<file path="config.mk">
export PLATFORM = sky130hd
export DESIGN_NAME = multicycle_ctrl
export DESIGN_NICKNAME = d
export VERILOG_FILES = /design/src/rtl/core_pkg.sv /design/src/rtl/retire_counter.sv /design/src/rtl/multicycle_ctrl.sv
export SDC_FILE = /design/constraint.sdc
export NUM_CORES = 1
export LEC_CHECK = 0
export ABC_AREA = 1
export BUFFER_PORTS_ARGS = -buffer_cell sky130_fd_sc_hd__buf_2
export CAP_MARGIN = 20
export CORE_MARGIN = 4
export CORE_UTILIZATION = 53
export CTS_BUF_LIST = sky130_fd_sc_hd__clkbuf_8 sky130_fd_sc_hd__clkbuf_16
export CTS_CLUSTER_SIZE = 8
export DETAILED_ROUTE_END_ITERATION = 8
export GPL_ROUTABILITY_DRIVEN = 0
export PLACE_DENSITY = 0.77
export REMOVE_ABC_BUFFERS = 1
export SLEW_MARGIN = 20
export SYNTH_ARGS = -nofsm -noshare
export SYNTH_HDL_FRONTEND = slang
export SYNTH_HIERARCHICAL = 1
export SYNTH_SLANG_ARGS = --single-unit
export TNS_END_PERCENT = 20
</file>
<file path="constraint.sdc">
create_clock -name clk -period 2 [get_ports clk]
set_input_delay 0.1 -clock clk [delete_from_list [all_inputs] [get_ports clk]]
set_output_delay 0.1 -clock clk [all_outputs]
set_load 0.02 [all_outputs]
</file>
<file path="src/rtl/core_pkg.sv">
`default_nettype none
// ============================================================================
// core_pkg : shared RV32I opcode map and multicycle-controller encodings
// Rev 1.0  : initial release
// ============================================================================
package core_pkg;

    // IR[6:2] major opcodes, shared with the decoder
    localparam logic [4:0] OP_LOAD   = 5'b00000;
    localparam logic [4:0] OP_STORE  = 5'b01000;
    localparam logic [4:0] OP_BRANCH = 5'b11000;
    localparam logic [4:0] OP_JAL    = 5'b11011;
    localparam logic [4:0] OP_JALR   = 5'b11001;
    localparam logic [4:0] OP_REG    = 5'b01100;
    localparam logic [4:0] OP_IMM    = 5'b00100;
    localparam logic [4:0] OP_LUI    = 5'b01101;
    localparam logic [4:0] OP_AUIPC  = 5'b00101;

    localparam int STATE_W = 3;
    localparam logic [STATE_W-1:0] S_FETCH  = 3'd0;
    localparam logic [STATE_W-1:0] S_DECODE = 3'd1;
    localparam logic [STATE_W-1:0] S_EXEC   = 3'd2;
    localparam logic [STATE_W-1:0] S_MEM    = 3'd3;
    localparam logic [STATE_W-1:0] S_WB     = 3'd4;
    localparam logic [STATE_W-1:0] S_TRAP   = 3'd5;

    localparam logic [1:0] PC_SEL_PC4 = 2'd0;  // PC + 4
    localparam logic [1:0] PC_SEL_REL = 2'd1;  // old_pc + imm
    localparam logic [1:0] PC_SEL_ALU = 2'd2;  // ALU result (JALR)

    localparam logic [1:0] WB_SEL_ALU = 2'd0;
    localparam logic [1:0] WB_SEL_MEM = 2'd1;
    localparam logic [1:0] WB_SEL_PC4 = 2'd2;

    localparam logic ADDR_SEL_PC  = 1'b0;
    localparam logic ADDR_SEL_ALU = 1'b1;

    function automatic logic is_legal_op(input logic [4:0] op);
        case (op)
            OP_LOAD, OP_STORE, OP_BRANCH, OP_JAL, OP_JALR,
            OP_REG, OP_IMM, OP_LUI, OP_AUIPC: return 1'b1;
            default:                          return 1'b0;
        endcase
    endfunction

endpackage
`default_nettype wire

</file>
<file path="src/rtl/retire_counter.sv">
`default_nettype none
// ============================================================================
// retire_counter : free-running retired-instruction counter, wraps modulo 2^CNT_W
// Rev 1.0        : initial release
// ============================================================================
module retire_counter #(
    parameter int CNT_W = 32
) (
    input  logic             clk,
    input  logic             rst,
    input  logic             inc,
    output logic [CNT_W-1:0] count
);

    logic [CNT_W-1:0] r_count;

    always_ff @(posedge clk) begin
        if (rst) begin
            r_count <= '0;
        end else if (inc) begin
            r_count <= r_count + CNT_W'(1);
        end
    end

    assign count = r_count;

endmodule
`default_nettype wire

</file>
<file path="src/rtl/multicycle_ctrl.sv">
`default_nettype none
// ============================================================================
// multicycle_ctrl : RV32I fetch/decode/exec/mem/wb sequencer with shared memory port
// Rev 1.0         : initial release
// ============================================================================
module multicycle_ctrl
    import core_pkg::*;
#(
    parameter int CNT_W = 32
) (
    input  logic             clk,
    input  logic             rst,
    input  logic [4:0]       opcode,
    input  logic [1:0]       instr_lo,
    input  logic             branch_taken,
    input  logic             mem_ready,
    output logic             mem_req,
    output logic             mem_we,
    output logic             addr_sel,
    output logic             ir_we,
    output logic             pc_we,
    output logic [1:0]       pc_sel,
    output logic             rf_we,
    output logic [1:0]       wb_sel,
    output logic             trap,
    output logic             retire,
    output logic [CNT_W-1:0] instret
);

    logic [STATE_W-1:0] r_state;
    logic [STATE_W-1:0] w_next;

    always_ff @(posedge clk) begin
        if (rst) begin
            r_state <= S_FETCH;
        end else begin
            r_state <= w_next;
        end
    end

    always_comb begin
        w_next   = r_state;
        mem_req  = 1'b0;
        mem_we   = 1'b0;
        addr_sel = ADDR_SEL_PC;
        ir_we    = 1'b0;
        pc_we    = 1'b0;
        pc_sel   = PC_SEL_PC4;
        rf_we    = 1'b0;
        wb_sel   = WB_SEL_ALU;
        trap     = 1'b0;
        retire   = 1'b0;

        case (r_state)
            S_FETCH: begin
                mem_req = 1'b1;
                if (mem_ready) begin
                    ir_we  = 1'b1;
                    pc_we  = 1'b1;
                    w_next = S_DECODE;
                end
            end
            S_DECODE: begin
                w_next = (instr_lo == 2'b11 && is_legal_op(opcode)) ? S_EXEC : S_TRAP;
            end
            S_EXEC: begin
                case (opcode)
                    OP_LOAD, OP_STORE: w_next = S_MEM;
                    OP_BRANCH: begin
                        pc_we  = branch_taken;
                        pc_sel = PC_SEL_REL;
                        retire = 1'b1;
                        w_next = S_FETCH;
                    end
                    OP_JAL: begin
                        pc_we  = 1'b1;
                        pc_sel = PC_SEL_REL;
                        w_next = S_WB;
                    end
                    OP_JALR: begin
                        pc_we  = 1'b1;
                        pc_sel = PC_SEL_ALU;
                        w_next = S_WB;
                    end
                    // REG/IMM/LUI/AUIPC; anything else was trapped in DECODE
                    default: w_next = S_WB;
                endcase
            end
            S_MEM: begin
                mem_req  = 1'b1;
                addr_sel = ADDR_SEL_ALU;
                mem_we   = (opcode == OP_STORE);
                if (mem_ready) begin
                    if (opcode == OP_STORE) begin
                        retire = 1'b1;
                        w_next = S_FETCH;
                    end else begin
                        w_next = S_WB;
                    end
                end
            end
            S_WB: begin
                rf_we  = 1'b1;
                retire = 1'b1;
                if (opcode == OP_LOAD) begin
                    wb_sel = WB_SEL_MEM;
                end else if (opcode == OP_JAL || opcode == OP_JALR) begin
                    wb_sel = WB_SEL_PC4;
                end
                w_next = S_FETCH;
            end
            S_TRAP: begin
                trap = 1'b1;
            end
            default: w_next = S_FETCH;
        endcase

        // Reset drops any in-flight request in the same cycle
        if (rst) begin
            mem_req = 1'b0;
            mem_we  = 1'b0;
            ir_we   = 1'b0;
            pc_we   = 1'b0;
            rf_we   = 1'b0;
            trap    = 1'b0;
            retire  = 1'b0;
        end
    end

    retire_counter #(
        .CNT_W (CNT_W)
    ) u_retire_counter (
        .clk   (clk),
        .rst   (rst),
        .inc   (retire),
        .count (instret)
    );

endmodule
`default_nettype wire
</file>
# Yosys cells after proc, flatten, opt, wreduce, memory -nomap -nowiden
# Memories as Yosys holds them, arrays and structs flattened.
# Cells that the tools add are included.
totals:
  register_bits: 35
  rom_bits: 32
  inputBits: 11
  elab_cells: 58
  mem_count: 1
op_classes:
  add_sub_neg: 1
  n_eq_ne: 12
  n_mux: 32
  bitwise_logic: 1
  n_reduce_logical: 9
memory_table:
  columns: ["memory", "words", "word_bits", "rd", "rd_ports_with_merged_regs", "write_ports", "line_no", "rtl"]
  rows:
  - ["(no name shown)", 32, 1, 1, 0, 0, "core_pkg.sv:39", "case (op)"]
ops:
  columns: ["cell", "n"]
  rows:
  - ["$add A32 B1 Y32 const B", 1]
  - ["$mux W1", 18]
  - ["$eq A5 B5 Y1 const B", 3]
  - ["$pmux W3 S5", 1]
  - ["$mux W3", 4]
  - ["$mux W2", 4]
  - ["$reduce_or A2 Y1", 4]
  - ["$eq A3 B2 Y1 const B", 2]
  - ["$eq A3 B3 Y1 const B", 2]
  - ["$pmux W3 S2", 1]
  - ["$eq A5 B4 Y1 const B", 1]
  - ["$logic_not A5 Y1", 1]
  - ["$ne A2 B2 Y1 const B", 2]
  - ["$pmux W1 S2", 2]
  - ["$pmux W2 S2", 1]
  - ["$eq A3 B1 Y1 const B", 1]
  - ["$logic_not A3 Y1", 1]
  - ["$pmux W1 S3", 1]
  - ["$reduce_and A3 Y1", 1]
  - ["$eq A2 B2 Y1 const B", 1]
  - ["$logic_and A1 B1 Y1", 1]
  - ["$logic_or A1 B1 Y1", 1]
  - ["$not A1 Y1", 1]

# Logic depth before layout (Yosys ltp)
# Gate-level depths: netlist of the first run.
logic_depth:
  word_depth: 5
  mapped_depth: 14
  mapped_depth_nobuf: 13

# Cells and area by module
# The synthesis of the first run kept the hierarchy.
by_module_without_submodules:
  columns: ["module", "n_inst", "cells_each", "area_each_um2", "seq_area_each_um2"]
  rows:
  - ["retire_counter", 1, 263, 1793.0, 640.6]
  - ["multicycle_ctrl", 1, 82, 422.9, 60.1]

# Least setup slack after synthesis of the first run
# No wires, ideal clock.
synth_timing:
  path_kind: "register to register"
  from: "register r_state[0]"
  to: "register u_retire_counter.r_count[24], in the netlist u_retire_counter/count[24]"
  setup_ns: 0.115
  arrival_ns: 2.103
  required_ns: 1.885
  path_slack_ns: -0.218
  path_stages_with_launch: 13
  cell_sequence: "dfxtp_1 > inv_2 > nor2_4 > nand4_1 > a31oi_1 > buf_6 > nand2_2 > nor2_4 > nand3_4 > nor2_2 > nand3_1 > nand2_1 > nor2_1"
synth_via:
  elab_chain_len: 3
synth_lines:
  columns: ["item", "line_no", "rtl"]
  rows:
  - ["from (decl)", "multicycle_ctrl.sv:30", "logic [STATE_W-1:0] r_state;"]
  - ["from (signal assigned)", "multicycle_ctrl.sv:37", "r_state <= w_next;"]
  - ["$eq A3 B3 Y1 / $eq A3 B2 Y1 (equally long branches)", "multicycle_ctrl.sv:54", "case (r_state)"]
  - ["$pmux W1 S3 (*)", "multicycle_ctrl.sv:54", null]
  - ["$mux W1 (*)", "multicycle_ctrl.sv:119", "if (rst) begin"]
  - ["named net retire", "multicycle_ctrl.sv:26", "output logic retire,"]
  - ["to (signal assigned)", "retire_counter.sv:21", "r_count <= r_count + CNT_W'(1);"]
  - ["to (decl)", "retire_counter.sv:15", "logic [CNT_W-1:0] r_count;"]
# Mark *: on every way through the listed nets, which the timed path passes. The rest lies on a longest branch.
# A chain may end at the register's enable or synchronous reset.

# Worst setup path after layout of the first run
layout_timing:
  from: "register r_state[2]"
  to: "register u_retire_counter.r_count[12], in the netlist u_retire_counter/count[12]"
layout_via:
  elab_chain_len: 3
layout_lines:
  columns: ["item", "line_no"]
  rows:
  - ["$eq A3 B3 Y1 / $eq A3 B2 Y1 (equally long branches)", "multicycle_ctrl.sv:54"]
  - ["$pmux W1 S3 (*)", "multicycle_ctrl.sv:54"]
  - ["$mux W1 (*)", "multicycle_ctrl.sv:119"]
# Mark *: on every way between the ends. The rest lies on a longest branch, timed or not.

==> run metrics, run 1 <==
die area 5279 µm²; endpoint class of the critical path register; DRT Pass-1 Iters 4; Hold Violations, Final 0; final worst slack around 0.077 ns; synthesized area 2216 µm²; CP Data Arrival Time 2.09 ns; Avg Inst Size Synth approximately 6.4 µm²; Initial Util 0.5500; number of synthesized register bits 35; DRT antenna net count 0; TritonCTS buffer count 5; element type at the critical path start register; Ant. Diodes 0; placed insts 449; most used cell, CP nor2_4; Area Growth Syn to Fin 24.17%; Post-DP HPWL between 4000 and 5000 µm; via count 2347; Combinational Power Share 0.143; commonest non-fill, non-tap cell in the layout nand2_1; outcome complete, no violations; DP Area 2556 µm²; vias in the first global route 2151; final setup violation count 0; fmax ~0.52 GHz; Design Area, Final 2751 µm²; DR WL/cell 11.82 µm; die height 72.66 µm; critical path's slowest cell dfxtp_2; number of remaining DRC errors 0; RSZ-0062 raised after global routing true; pre-CTS setup slack ~0.087 ns; Synth cell types 30; Max Clock Skew 0.001712 ns; Seq pwr share 0.514; crit-path cells inv_2 > nand2_4 > nor2_4 > nand4_1 > a31oi_2 > buf_6 > nand2_4 > nor2_4 > nand3_4 > nor2_4 > xnor2_2 > nor2_1; clk buf depth 2; later-pin clock latency in the skew report 0.28 ns; antenna violations before repair 0; Avg Vias per Cell between 5 and 6; Least-Margin Pin Slew roughly 0.5 ns; part of the Yosys area used for sequential elements 0.3162; Ports 55; Non-Filler Instances roughly 470; fin crit period 1.923 ns; critical setup path kind register to register; Max Cap Viol 0; iteration-0 DRC count of the detailed router 113; Root Driver clkbuf_8; cell internal pwr 1.015 mW; Slew HR 0.6657; CP required 2.17 ns; Die Wd 72.66 µm; TritonCTS clock tree done; Cells after Synth 345; pwr/cell area 513.4 nW/µm²; GRT Util Overall 0.2177; Lkg Pwr about 1.3 nW; grt ovf 0; CP Max Fanout 5; sw frac 0.2811; Tcrit/Tclk final 0.9616; final WL 5494 µm; NumNets Final about 430; VDD IR-drop max 453.5 µV; final max-slew violation count 0; row count 23; first-pass GRT wire length 9252 µm; Worst-path clk slew roughly 0.070 ns; TritonCTS Sinks 35; ratio of cells with drive above 1 in the final layout 0.2940; Net Sw Power 397.1 µW; largest net degree at the start of global routing 18; most frequent cells in the layout nand2_1 (81), buf_2 (54), nor2_1 (52); CTS HTree Levels 2; PortBufs 54; setup TNS 0 ns; Synth warnings 6; hold crit path type input pin to register; Core Region 4029 µm²; CP max stage delay 0.33 ns; clock share of power 0.343
critical path: cells and delay by family (launching register included):
family	cells	cell delay (ns)
and+or+nand+nor	8	0.87
buffers and inverters	2	0.24
xor gates and xnor gates	1	0.13
AOI/OAI and AO/OA	1	0.23
DFF	1	0.33
what timing repair did:
item / in CTS / in global routing
hold buffers: 0 / 0
buffers inserted: 0 / 7
setup endpoints to repair: 0 / 16
gates resized for setup: 0 / 11
logic make-up (layout without fill, tap and decap cells):
group                    after synthesis  after routing  synth area share
AO/OA/AOI/OAI                         36             36           0.08809
XOR/XNOR                               3              3           0.01186
flip-flops                            35             35            0.3162
AND/OR/NAND/NOR                      215            215            0.4777
buffers and inverters                 55            125            0.1005
adder cells (fa/ha/maj)                1              1          0.005646
synth_stat cells, drive strengths merged:
cell	number	area [µm²]
and3	1	6.260
dfxtp	35	700.7
nor2	74	396.6
buf	5	30.02
inv	49	188.9
ha	1	12.51
nand3	30	167.7
o21a	2	15.01
a31o	1	8.760
xnor2	3	26.28
nand2	93	384.1
clkinv	1	3.750
nand4	11	68.82
o21ai	8	40.04
a21oi	23	118.9
nor3	6	35.03
a31oi	2	12.51
cell type report:
cell class / instances / area [µm²]
multi-input cells: 255 / 1336
fillers: 365 / 1277
flip-flops and latches: 35 / 703.2
repair buffers: 67 / 375.4
inverters: 50 / 192.7
clock buffers: 5 / 68.82
well taps: 50 / 62.56
clock inverters: 3 / 12.51
path summary, 6_finish.rpt:
| path | startpoint | endpoint | slack, ns | cells past startpoint |
|---|---|---|---|---|
| max | r_state[2]$_SDFFE_PP0P_ | u_retire_counter/count[12]$_SDFFE_PP0P_ | 0.08 | 12 |
| min | mem_ready | r_state[1]$_SDFFE_PP0P_ | 0.13 | 4 |
| min reg2reg | u_retire_counter/count[10]$_SDFFE_PP0P_ | u_retire_counter/count[10]$_SDFFE_PP0P_ | 0.53 | 1 |
| max reg2reg | r_state[2]$_SDFFE_PP0P_ | u_retire_counter/count[12]$_SDFFE_PP0P_ | 0.08 | 12 |
per-layer routing:
layer / GRT usage / part of all wire / wire [µm]
met1: 0.2686 / 0.44 / 2426
met2: 0.3848 / 0.51 / 2794
met3: 0.05372 / 0.041 / 225
met4: 0.04098 / 0.0084 / 46
met5: 0 / 0 / 0
through the flow:
| step | util | power, mW | hold WS [ns] |
|---|---|---|---|
| global placement | 0.6345 | 0.9262 | 0.4249 |
| CTS | 0.6547 | 1.409 | 0.1248 |
| floorplan | - | 0.8629 | 0.1715 |
| finish | 0.6829 | 1.413 | 0.1282 |
| global route | 0.6829 | 1.486 | 0.1305 |
| detailed placement | 0.6345 | 0.9276 | 0.4297 |
power groups by stage:
stage / Clock [mW] / Sequential, mW / Combinational [mW]
2_1_floorplan: 0 / 0.742 / 0.121
3_3_place_gp: 0 / 0.741 / 0.186
3_5_place_dp: 0 / 0.741 / 0.187
4_1_cts: 0.497 / 0.724 / 0.188
5_1_grt: 0.531 / 0.727 / 0.228
6_report: 0.485 / 0.726 / 0.202
registers in the layout, summed over array words and instances (netlist names):
register	count
u_retire_counter/count	32
r_state	3
(Power assumes the default switching activity.)
==> run 2, diff against run 1 <==
--- a/config.mk
+++ b/config.mk
@@ -16,7 +16,7 @@
 export GPL_ROUTABILITY_DRIVEN = 0
 export PLACE_DENSITY = 0.77
 export REMOVE_ABC_BUFFERS = 1
-export SLEW_MARGIN = 20
+export SLEW_MARGIN = 15
 export SYNTH_ARGS = -nofsm -noshare
 export SYNTH_HDL_FRONTEND = slang
 export SYNTH_HIERARCHICAL = 1
==> constraint.sdc (replaced) <==
create_clock -name clk -period 2 [get_ports clk]
set_input_delay 0.3 -clock clk [delete_from_list [all_inputs] [get_ports clk]]
set_output_delay 0.3 -clock clk [all_outputs]
set_load 0.02 [all_outputs]
==> run 2 against run 1 <==
  * Sequential share of layout area increased by 0.19 points
  * Worst hold slack improved by 0.20 ns
  * Register-to-register slack improved by 0.04 ns
  * Routed wire length rose by 0.87%
  * Sequential cell count unchanged
  * Clock skew increased by 0.0034 ns
  * Die area unchanged
  * Critical path type is now register to output pin
  * Largest cell class unchanged
==> run metrics, run 2 (same netlist as run 1, synthesis figures left out) <==
die area 5279 µm² (unchanged); Root Driver clkbuf_8 (unchanged); Min-Delay Endpoint r_state[1]$_SDFFE_PP0P_ (unchanged); crit-path cells inv_2 > nand2_4 > nor2_4 > nand2_1 > a31oi_1 > buf_4 > buf_6 > buf_4 (was inv_2 > nand2_4 > nor2_4 > nand4_1 > a31oi_2 > buf_6 > nand2_4 > nor2_4 > nand3_4 > nor2_4 > xnor2_2 > nor2_1); Critical R2R Launch r_state[2]$_SDFFE_PP0P_ (unchanged); Tcrit/Tclk final 0.9445 (was 0.9616); TritonCTS buffer count 5 (unchanged); fin crit period 1.889 ns (was 1.923 ns); clk buf depth 2 (unchanged); Worst-path clk slew 0.07 ns (about the same); fill cell count 389 (was 365); critical setup path kind register to output pin (was register to register); CP Max Fanout 7 (was 5); most frequent cells in the layout nand2_1 (81), buf_2 (53), nor2_1 (52) (was nand2_1 (81), buf_2 (54), nor2_1 (52)); Non-Filler Instances 465 (unchanged); CP max stage delay 0.34 ns (was 0.33 ns); R2R setup slack 0.12 ns (was 0.08 ns); Hold Buf Count CTS 0 (unchanged); Post-DP HPWL 4283 µm (was 4176 µm); VDD IR-drop max 360.0 µV (was 453.5 µV); DP Area 2579 µm² (was 2556 µm²); final WL 5542 µm (was 5494 µm); CP required 1.70 ns (was 2.17 ns); min-delay src mem_ready (unchanged); placed insts 452 (was 449); Avg Vias per Cell 5.245 (was 5.047); grt ovf 0 (unchanged); Design Area, Final 2731 µm² (was 2751 µm²); antenna violations before repair 0 (unchanged); Hold Violations, Final 0 (unchanged); element type at the critical path start register (unchanged); max FFs per register 32 (unchanged); TritonCTS Sinks 35 (unchanged); ratio of cells with drive above 1 in the final layout 0.2867 (was 0.2940); TritonCTS clock tree done (unchanged); CTS HTree Levels 2 (unchanged); GRT Util Overall 0.2136 (was 0.2177); CP Data Arrival Time 1.59 ns (was 2.09 ns); via count 2439 (was 2347); commonest non-fill, non-tap cell in the layout nand2_1 (unchanged); final setup violation count 0 (unchanged); first-pass GRT wire length 9135 µm (was 9252 µm); row count 23 (unchanged); Core Region 4029 µm² (unchanged); outcome complete, no violations (unchanged); later-pin clock latency in the skew report 0.28 ns (about the same); Die Wd 72.66 µm (unchanged); largest net degree at the start of global routing 17 (was 18); hold path cells 4 (unchanged); worst reg2reg endpoint u_retire_counter/count[8]$_SDFFE_PP0P_ (was u_retire_counter/count[12]$_SDFFE_PP0P_); PortBufs 54 (unchanged); number of remaining DRC errors 0 (unchanged); Max Clock Skew 0.005103 ns (was 0.001712 ns); Worst R2R Path Depth 12 (unchanged); NumNets Final 426 (unchanged); most used cell, CP buf_4 (was nor2_4); Max Cap Viol 0 (unchanged); endpoint class of the critical path output pin (was register); Lkg Pwr 1.328 nW (was 1.344 nW); DR WL/cell 11.92 µm (was 11.82 µm); hold crit path type input pin to register (unchanged); Slew HR 0.6625 (was 0.6657); area of the multi-input gates 1318 µm² (was 1336 µm²); Ports 55 (unchanged); Hold WS 0.3238 ns (was 0.1282 ns); pwr/cell area 516.8 nW/µm² (was 513.4 nW/µm²); Least-Margin Pin Slew 0.5058 ns (was 0.5009 ns); Ant. Diodes 0 (unchanged); die height 72.66 µm (unchanged); critical path's slowest cell dfxtp_2 (unchanged); DRT antenna net count 0 (unchanged); fmax 0.5294 GHz (was 0.5200 GHz); Area Growth Syn to Fin 23.26% (was 24.17%); vias in the first global route 2160 (was 2151); iteration-0 DRC count of the detailed router 113 (unchanged); DRT Pass-1 Iters 4 (unchanged); final max-slew violation count 0 (unchanged); Register Area 703.2 µm² (unchanged); Initial Util 0.5500 (unchanged)
run 2: stage by stage:
| stage | util | TNS [ns] | setup WS [ns] | power [mW] |
|---|---|---|---|---|
| 3_5_place_dp | 0.6401 | 0 | 0.03357 | 0.9348 |
| 6_report | 0.6780 | 0 | 0.1111 | 1.411 |
| 4_1_cts | 0.6602 | 0 | 0.02223 | 1.416 |
| 5_1_grt | 0.6780 | -0.05000 | -0.01798 | 1.470 |
| 2_1_floorplan | - | -9.426 | -0.4895 | 0.8629 |
| 3_3_place_gp | 0.6401 | 0 | 0.05024 | 0.9338 |
run 2: worst max-delay path: cells and delay by family, from the launching register on:
family / cells / cell delay (ns)
buffers and inverters: 4 / 0.51
DFF: 1 / 0.34
and+or+nand+nor: 3 / 0.32
AOI/OAI and AO/OA: 1 / 0.14
run 2: worst max-delay path by stage:
stage	depth (start not counted)	endpoint	slack, ns	start
finish	8	retire	0.11	r_state[2]$_SDFFE_PP0P_
global route	13	u_retire_counter/count[24]$_SDFFE_PP0P_	-0.02	r_state[2]$_SDFFE_PP0P_
CTS	8	retire	0.02	r_state[2]$_SDFFE_PP0P_
detailed placement	14	u_retire_counter/count[31]$_SDFFE_PP0P_	0.03	opcode[2]
global placement	14	u_retire_counter/count[31]$_SDFFE_PP0P_	0.05	opcode[1]
floorplan	11	u_retire_counter/count[24]$_SDFFE_PP0P_	-0.49	r_state[0]$_SDFFE_PP0P_
run 2: where the power goes:
group	total, mW	leakage, nW	internal, mW	switching [mW]
registers	0.727	0.283	0.710	0.0167
clock network	0.483	0.0505	0.234	0.248
logic	0.202	0.995	0.0712	0.131
total	1.41	1.33	1.02	0.396
run 2: area by class of cell:
class                   instances  area share
clock inverters                 3    0.004581
repair buffers                 67      0.1370
multi-input cells             255      0.4824
inverters                      50     0.07055
well taps                      50     0.02290
flip-flops and latches         35      0.2574
clock buffers                   5     0.02519
run 2: layer usage:
layer	global-route usage	vias to the layer above	routed length, µm
met2	0.3838	80	2759
met5	0	-	0
li1	-	1232	-
met3	0.03168	5	383
met1	0.2599	1122	2342
met4	0.06762	0	57
run 2: what timing repair did:
action                     in CTS  in global routing
setup endpoints to repair       0                 19
setup buffers                   0                  5
gates resized for setup         0                  9
